`config.mk`:
```
export PLATFORM = sky130hd
export DESIGN_NAME = imem_loader
export DESIGN_NICKNAME = d
export VERILOG_FILES = /design/src/rtl/imem_loader.sv
export SDC_FILE = /design/constraint.sdc
export NUM_CORES = 1
export LEC_CHECK = 0
export CAP_MARGIN = 5
export CORE_UTILIZATION = 34
export DETAILED_ROUTE_END_ITERATION = 12
export PLACE_DENSITY = 0.58
export SLEW_MARGIN = 10
export SYNTH_ARGS = -nofsm -noshare
export SYNTH_HDL_FRONTEND = slang
export SYNTH_SLANG_ARGS = --single-unit
```
`constraint.sdc`:
```
create_clock -name CLK -period 4.1 [get_ports CLK]
set_input_delay 0.82 -clock CLK [delete_from_list [all_inputs] [get_ports CLK]]
set_output_delay 0.82 -clock CLK [all_outputs]
set_load 0.01 [all_outputs]
```
`src/rtl/imem_loader.sv`:
```
// Purpose : boot loader that writes a framed byte stream into instruction memory and releases the CPU on a verified frame.
// Latency : one im_we pulse on the cycle after the 4th byte of each word is accepted; done/err one cycle after the CHK byte.
// Backpressure: rx_ready drops for the single WRITE cycle of every word and outside frame reception; unaccepted bytes are never consumed.
//
// Ports
//   CLK       system clock, rising edge
//   RST       asynchronous active-low reset
//   start     pulse that begins a frame; acted on only while idle, done or in error
//   rx_data   stream byte
//   rx_valid  rx_data is valid
//   rx_ready  loader can take a byte this cycle (transfer = rx_valid & rx_ready)
//   im_we     instruction-memory write strobe, one cycle per word
//   im_addr   word address of the write, held between writes
//   im_wdata  word written, held between writes
//   cpu_hold  keep the CPU core in reset (released only after a good frame)
//   busy      a frame is being received
//   done      frame loaded and checksum matched (level until next start/reset)
//   err       frame rejected (level until next start/reset)
//
// Frame format: CNT_HI, CNT_LO (word count N, big-endian), 4*N payload bytes
// (each word MSB first), then one checksum byte equal to the XOR of the payload.

module imem_loader #(
    parameter int ADDR_W = 10
) (
    input  logic              CLK,
    input  logic              RST,
    input  logic              start,
    input  logic [7:0]        rx_data,
    input  logic              rx_valid,
    output logic              rx_ready,
    output logic              im_we,
    output logic [ADDR_W-1:0] im_addr,
    output logic [31:0]       im_wdata,
    output logic              cpu_hold,
    output logic              busy,
    output logic              done,
    output logic              err
);

    // Largest word count that fits the memory.
    localparam int unsigned CAPACITY = 32'd1 << ADDR_W;

    typedef enum logic [2:0] {
        IDLE,
        HDR_HI,
        HDR_LO,
        PAYLOAD,
        WRITE,
        CHECK,
        DONE,
        ERR
    } loaderState_t;

    loaderState_t state;
    loaderState_t stateNext;

    logic [7:0]      lenHi;      // first header byte, waiting for its low half
    logic [15:0]     frameLen;   // N, number of words in the frame
    logic [1:0]      byteCnt;    // position of the next payload byte inside its word
    logic [ADDR_W:0] wordIdx;    // one bit wider than the address so N = capacity does not wrap
    logic [7:0]      checksum;   // running XOR of accepted payload bytes
    logic [23:0]     wordAcc;    // the three most recent payload bytes, oldest in the top byte

    logic            accept;
    logic            startTake;
    logic [15:0]     lenFull;
    logic            lenBad;
    logic            lastWord;

    assign accept  = rx_valid & rx_ready;
    assign lenFull = {lenHi, rx_data};

    // Zero-length frames and frames larger than the memory are rejected
    // before a single write is issued.
    assign lenBad = (lenFull == 16'd0) || (32'(lenFull) > CAPACITY);

    // The word being written in WRITE is the final one of the frame.
    assign lastWord = ((32'(wordIdx) + 32'd1) == 32'(frameLen));

    //------------------------------------------------------------------
    // State register
    //------------------------------------------------------------------
    always_ff @(posedge CLK or negedge RST) begin
        if (!RST) begin
            state <= IDLE;
        end else begin
            state <= stateNext;
        end
    end

    //------------------------------------------------------------------
    // Next state and state-decoded outputs
    //------------------------------------------------------------------
    always_comb begin
        stateNext = state;
        rx_ready  = 1'b0;
        im_we     = 1'b0;
        busy      = 1'b0;
        done      = 1'b0;
        err       = 1'b0;
        cpu_hold  = 1'b1;
        startTake = 1'b0;

        case (state)
            IDLE: begin
                if (start) begin
                    startTake = 1'b1;
                    stateNext = HDR_HI;
                end
            end

            HDR_HI: begin
                rx_ready = 1'b1;
                busy     = 1'b1;
                if (rx_valid) begin
                    stateNext = HDR_LO;
                end
            end

            HDR_LO: begin
                rx_ready = 1'b1;
                busy     = 1'b1;
                if (rx_valid) begin
                    stateNext = lenBad ? ERR : PAYLOAD;
                end
            end

            PAYLOAD: begin
                rx_ready = 1'b1;
                busy     = 1'b1;
                if (rx_valid && (byteCnt == 2'd3)) begin
                    stateNext = WRITE;
                end
            end

            WRITE: begin
                // rx_ready stays low here: this bubble is what limits the
                // stream to four bytes every five cycles.
                busy      = 1'b1;
                im_we     = 1'b1;
                stateNext = lastWord ? CHECK : PAYLOAD;
            end

            CHECK: begin
                rx_ready = 1'b1;
                busy     = 1'b1;
                if (rx_valid) begin
                    stateNext = (rx_data == checksum) ? DONE : ERR;
                end
            end

            DONE: begin
                done     = 1'b1;
                cpu_hold = 1'b0;
                if (start) begin
                    startTake = 1'b1;
                    stateNext = HDR_HI;
                end
            end

            ERR: begin
                err = 1'b1;
                if (start) begin
                    startTake = 1'b1;
                    stateNext = HDR_HI;
                end
            end

            default: begin
                stateNext = IDLE;
            end
        endcase
    end

    //------------------------------------------------------------------
    // Datapath: header capture, word assembly, checksum, write port
    //------------------------------------------------------------------
    always_ff @(posedge CLK or negedge RST) begin
        if (!RST) begin
            lenHi    <= 8'd0;
            frameLen <= 16'd0;
            byteCnt  <= 2'd0;
            wordIdx  <= '0;
            checksum <= 8'd0;
            wordAcc  <= 24'd0;
            im_addr  <= '0;
            im_wdata <= 32'd0;
        end else if (startTake) begin
            byteCnt  <= 2'd0;
            wordIdx  <= '0;
            checksum <= 8'd0;
        end else begin
            case (state)
                HDR_HI: begin
                    if (accept) begin
                        lenHi <= rx_data;
                    end
                end

                HDR_LO: begin
                    if (accept) begin
                        frameLen <= lenFull;
                    end
                end

                PAYLOAD: begin
                    if (accept) begin
                        wordAcc  <= {wordAcc[15:0], rx_data};
                        checksum <= checksum ^ rx_data;
                        byteCnt  <= byteCnt + 2'd1;
                        // Load the write port as the word completes so it is
                        // already valid during the WRITE cycle and then holds.
                        if (byteCnt == 2'd3) begin
                            im_wdata <= {wordAcc, rx_data};
                            im_addr  <= wordIdx[ADDR_W-1:0];
                        end
                    end
                end

                WRITE: begin
                    wordIdx <= wordIdx + 1'b1;
                end

                default: begin
                end
            endcase
        end
    end

endmodule

```
==> impl_results.md, run 1 <==
* Largest net degree at the start of global routing at 54
* Yosys cell types at 44
* Post-route cell area at 6450 µm²
* Diodes inserted at 0
* Antenna Nets Post-Route at 0
* Unrepaired setup endpoints after global routing: false
* Detailed-route wire length at ~11 mm
* Final Max Tran Viols at 0
* Leading area contributor after synthesis: dfrtp_1
* Dominant synthesized flop cell: dfrtp_1
* Critical Path Sink Type: output pin
* Synth Cell Area at 5120 µm²
* Worst-skew pair later-pin latency at 0.40 ns
* CORE AREA at 14600 µm²
* Tot GR Track Use at 15.3%
* Top cell type's share of synthesized area at 55.7%
* Starting DRT DRC Count at 235
* Grt total ovfl at 0
* Synth-to-Final Area Change at 26.1%
* Num CTS Buffers at 17
* Setup crit start kind: register
* CTS tree: yes
* Vias post-DR at about 3600
* Initial core utilization at 35.1%
* Die area at 15600 µm²
* Seq/Total Area, Yosys at about 56%
* Clock buffer depth at 2
* Number of synthesized flops with an enable pin at 0
* Data required, critical path at 3.28 ns
* Avg WL per Cell at 15.6 µm
* Via density per instance at 4.99
* Final setup viols at 0
* Row count at 44
* Number of global-route vias before repair at 3680
* Synth Instances at between 400 and 500
* Tcrit/Tclk final at 68.3%
* Worst R2R Path Depth at 6
* Global-route wire length before repair at 18.9 mm
* Synthesized area per cell at 10.9 µm²
* Count leader, synth: dfrtp_1
* DRT Pass-1 Iters at 4
* Die height at 125 µm
* Synth Warn # at 0
* #FFs+latches synth at 114
* H-tree levels at 4
* Max Cap Viol at 0
* # resized after CTS at 0
* Post-layout util at 44.2%
* Synthesized net count at 484
* Min cycle time layout at 2.80 ns
* Hold WC Path Type: in -> async
* Clock-pin slew on the worst setup and hold paths at 0.06 ns
* WP data arrival at between 1.5 and 2 ns
* Worst-Margin Slew at 0.731 ns
* Async SR Flop Fraction at 100%
* Main area contributors after synthesis: dfrtp_1, mux2_2, nand2_1
* Relative slew margins at 50.9%
* Sink Count at 114
* Total negative slack at 0 ns
* Top cells by count, synth: dfrtp_1, nand2_1, mux2_2, o21ai_0, nor2_1
* Setup Fix Bufs, Post-CTS at 0
* Run status: finished clean
* Post-CTS Hold Fix Bufs at 0
* Die width at 125 µm
* Skew final at ~0.01 ns
* Nets at 545
* Crit Path Max Fanout at 15
* Dpl hpwl at 7.58 mm
* Drt drc at 0
* Peak supply drop at 0.298 mV
* Root buffer cell: clkbuf_16
* Routability congestion estimate at 0.817
* Initial antenna violation count at 0
* Dpl cell area at 5870 µm²
* Ports at 60
* Max frequency at around 0.36 GHz
* Port bufs at roughly 60
* Overall power at 4.39 mW
* Share of cells above drive strength 1 at approximately 20%
* Hold Fails Final Rpt at 0
* Leakage at roughly 3.0 nW
* Crit Path Class: reg -> out
* P per Cell Area at 681 nW/µm²
cell usage in the layout, fill, tap and decap left out, types with 3 or more instances in the layout:
master             n
xor2_1            11
nor4_1             6
ha_1               3
nor3_1             3
xnor2_1            8
o31ai_1            5
dfrtp_1          114
o21ai_0           45
nand3_1           12
nor2b_1            7
nand2_1           98
clkbuf_16         17
buf_4              7
clkdlybuf4s50_1   58
clkinv_2           3
clkinv_4           6
nand2b_1           4
inv_1              8
mux2_2            64
a21oi_1           11
nor2_1            14
mux2i_1            3
layer usage:
metal	track usage, %	vias to the layer above	wire [µm]
met4	6.09	0	193
li1	-	1743	-
met2	23.9	74	5350
met1	20.3	1797	5420
met3	3.82	16	407
met5	0	-	0
per-stage QoR:
stage	worst slack [ns]	hold slack, ns	cells
after floorplan	1.89	0.442	469
after global placement	1.20	0.455	695
after detailed placement	1.16	0.459	695
after CTS	1.29	0.461	727
after global routing	1.14	0.472	727
final	1.30	0.431	727
layout make-up:
type,instances,area (µm²)
fill,1367,8140
clock inverter,15,160
sequential,114,2850
tap,184,230
multi-input combinational,324,2120
inverter,8,30.0
clock buffer,17,425
timing repair buffer,65,633
state kept, by name (all words and copies together), names as in the netlist:
name      count
im_wdata     32
wordIdx      11
byteCnt       2
lenHi         8
frameLen     16
im_addr      10
checksum      8
wordAcc      24
state         3
worst paths after layout:
kind                        startpoint            to  slack (ns)
setup reg to reg              state[2]    im_addr[0]        1.58
setup / recovery              state[1]         im_we        1.30
min in group CLK           wordAcc[18]   wordAcc[18]        0.47
max in group asynchronous          RST   checksum[2]        2.63
hold / removal                     RST  im_wdata[28]        0.43
hold reg to reg            wordAcc[18]   wordAcc[18]        0.47
worst max-delay path, stage by stage (launching register included):
cell and delay [ns]:
dfrtp_1 0.52, nor2_1 0.25, nand2_1 0.18, inv_1 0.10, clkdlybuf4s50_1 0.53
power by group:
part	switching [mW]	leakage, nW	internal, mW
sequential	0.306	1.51	1.47
clock	0.546	0.284	0.899
combinational	0.571	1.19	0.597
total	1.42	2.98	2.97
cells by family (layout without fill, tap and decap cells):
kind of cell / after synthesis / after routing / synth area share (%)
flip-flops: 114 / 114 / 55.7
buffers and inverters: 31 / 105 / 2.93
AO/OA/AOI/OAI: 76 / 76 / 8.53
multiplexers: 68 / 68 / 14.9
XOR/XNOR: 19 / 19 / 3.25
AND/OR/NAND/NOR: 158 / 158 / 13.9
adder cells (fa/ha/maj): 3 / 3 / 0.733
(Power assumes the default switching activity.)
==> run 2, diff against run 1 <==
Settings changed: PLACE_DENSITY 0.58 to 0.6.
Clock period 4.1 ns to 2.4 ns, I/O delays scaled along.
==> run 2 against run 1 <==
Flip-flop and latch count is the same. Combinational power grew 79%. Worst setup slack lost 1.2 ns. Sequential power grew 71%. Clock-buffer cell count grew 11. Clock power grew 70%. Via count grew 2.2%. Cell count grew 2.5%. Non-clock buffer count grew 18. Hold slack lost 0.35 ns. First-iteration DRC count shrank 4.7%. Critical path type unchanged. Critical endpoint is now busy. Largest power group unchanged.
==> impl_results.md, run 2 (synthesis results as in run 1) <==
* Run status: finished clean
* H-tree levels at 4
* Initial core utilization at between 30% and 40%
* Largest net degree at the start of global routing at 50
* Number of global-route vias before repair at 3719
* Detailed-route wire length at 11.3 mm
* Sink Count at 114
* Met2 Use GR at 23.8%
* Sequential Power Share at between 40% and 50%
* Seq. cell area at 2860 µm²
* Die height at between 100 and 150 µm
* Filler cell count at 1358
* Commonest non-fill, non-tap cell in the layout: dfrtp_1
* Share of cells above drive strength 1 at 23.2%
* Leakage at roughly 3.1 nW
* Regs by FF count: im_wdata x32, wordAcc x24, frameLen x16
* Unrepaired setup endpoints after global routing: false
* Worst path slowest cell: dfrtp_2
* Top delay family on crit path: flip-flops
* Relative slew margins at 59.6%
* Global-route wire length before repair at 19.4 mm
* Clock buffer depth at 2
* Clock-pin slew on the worst setup and hold paths at 0.05 ns
* Row count at 44
* Internal at 5.28 mW
* Slowest cell delay on critical path at 0.50 ns
* Tcrit/Tclk final at 97.0%
* Drt drc at 0
* Combinational fraction of design power at 27.6%
* Synth-to-Final Area Change at 29.6%
* Psw at 2.34 mW
* Hold WC Path Type: in -> async
* Starting DRT DRC Count at 224
* Final Max Tran Viols at 0
* Multi-input gate area at around 2100 µm²
* Vias post-DR at approximately 3700
* Skew final at roughly 0.0040 ns
* Worst-skew pair later-pin latency at approximately 0.4 ns
* Antenna Nets Post-Route at 0
* Register with the most flip-flops: im_wdata
* Total negative slack at 0 ns
* Most frequent cells in the layout: dfrtp_1, nand2_1, mux2_2, clkdlybuf4s50_1, o21ai_0
* Overall power at 7.62 mW
* Max Cap Viol at 0
* Clk network pwr share at 32.3%
* Die width at 125 µm
* CTS tree: yes
* Final Non-Filler Cells at 745
* DRT Pass-1 Iters at 4
* Avg WL per Cell at 15.2 µm
* CORE AREA at between 10000 and 15000 µm²
* Grt peak-use layer: met2
* Worst r2r src: wordIdx[3]
* DP Cell Count at 713
* Port bufs at 59
* Crit-path cells: ha_1, a21o_1, clkdlybuf4s50_1
* Num CTS Buffers at 17
* Worst slack at placement at 0.0437 ns
* Max frequency at 0.430 GHz
* Setup crit start kind: register
* Worst Setup SP: state[2]
* Worst-Margin Slew at a little over 0.6 ns
* Post-CTS Hold Fix Bufs at 0
* Max reg flops at 32
* WP data arrival at 1.85 ns
* Peak supply drop at 0.540 mV
* Final setup viols at 0
* Ports at 60
* Diodes inserted at 0
* Hold Fails Final Rpt at 0
* Setup ws final at 0.0728 ns
* Tot GR Track Use at 15.8%
* Initial antenna violation count at 0
* Dpl hpwl at roughly 7.8 mm
* Met3 usage at 4.47%
* Die area at 15600 µm²
* Min cycle time layout at 2.33 ns
* Crit Path Max Fanout at 14
* Buf+Inv Stages, Crit Path at 1
* Met1 usage at 21.6%
* Setup Fix Bufs, Post-CTS at 0
* Switching Fraction at 30.7%
* Routability congestion estimate at 0.819
* Nets at 563
* Data required, critical path at 1.92 ns
* Grt total ovfl at 0
* Crit Path Class: reg -> out
* Via density per instance at between 4 and 5
* Root buffer cell: clkbuf_16
* P per Cell Area at 1150 nW/µm²
* Critical Path Sink Type: output pin
[run 2: cell count changes in the layout (fill, tap and decap cells not counted), sizes merged]
cell           previous run  this run
dlymetal6s2s              0         1
clkbuf                   17        28
buf                       7        25
clkdlybuf4s50            58        57
clkinv                    9         2
clkinvlp                  2         0
inv                      10         8
[run 2: power groups by stage]
stage               Sequential (mW)  Combinational, mW  Clock [mW]
CTS                            3.05               2.12        2.51
global route                   3.15               2.34        2.62
detailed placement             3.07               2.10           0
global placement               3.05               2.05           0
finish                         3.05               2.10        2.46
floorplan                      2.92               1.35           0
[run 2: cell type report]
cell class,instances,area share (%)
Clock inverter,4,1.06
Inverter,8,0.453
Sequential cell,114,43.1
Timing Repair Buffer,83,12.0
Tap cell,184,3.47
Multi-Input combinational cell,324,32.1
Clock buffer,28,7.79
[run 2: stage by stage]
| step | util (%) | instance area [µm²] | hold WS (ns) |
|---|---|---|---|
| floorplan | - | 5120 | 0.184 |
| global placement | 41.3 | 6030 | 0.458 |
| detailed placement | 41.3 | 6030 | 0.464 |
| CTS | 45.4 | 6620 | 0.0858 |
| global route | 45.5 | 6630 | 0.109 |
| finish | 45.5 | 6630 | 0.0776 |
[run 2: repair_timing]
action,in CTS,in global routing
endpoints found under the setup margin,2,4
pin swaps,0,0
resized for setup,4,5
[run 2: worst paths after layout]
| path | cells past startpoint | slack, ns | end |
|---|---|---|---|
| worst max-delay path | 3 | 0.07 | busy |
| worst min-delay path | 1 | 0.08 | im_wdata[20] |
| worst max register to register | 6 | 0.13 | state[2] |
| worst min register to register | 2 | 0.48 | wordAcc[21] |
| max in group asynchronous | 2 | 1.62 | wordAcc[0] |
| min in group CLK | 2 | 0.48 | wordAcc[21] |
[run 2: routing by layer]
layer | vias to the layer above | routed length, µm
met4 | 0 | 76
met3 | 7 | 430
met1 | 1816 | 5580
met5 | - | 0
li1 | 1802 | -
met2 | 85 | 5260
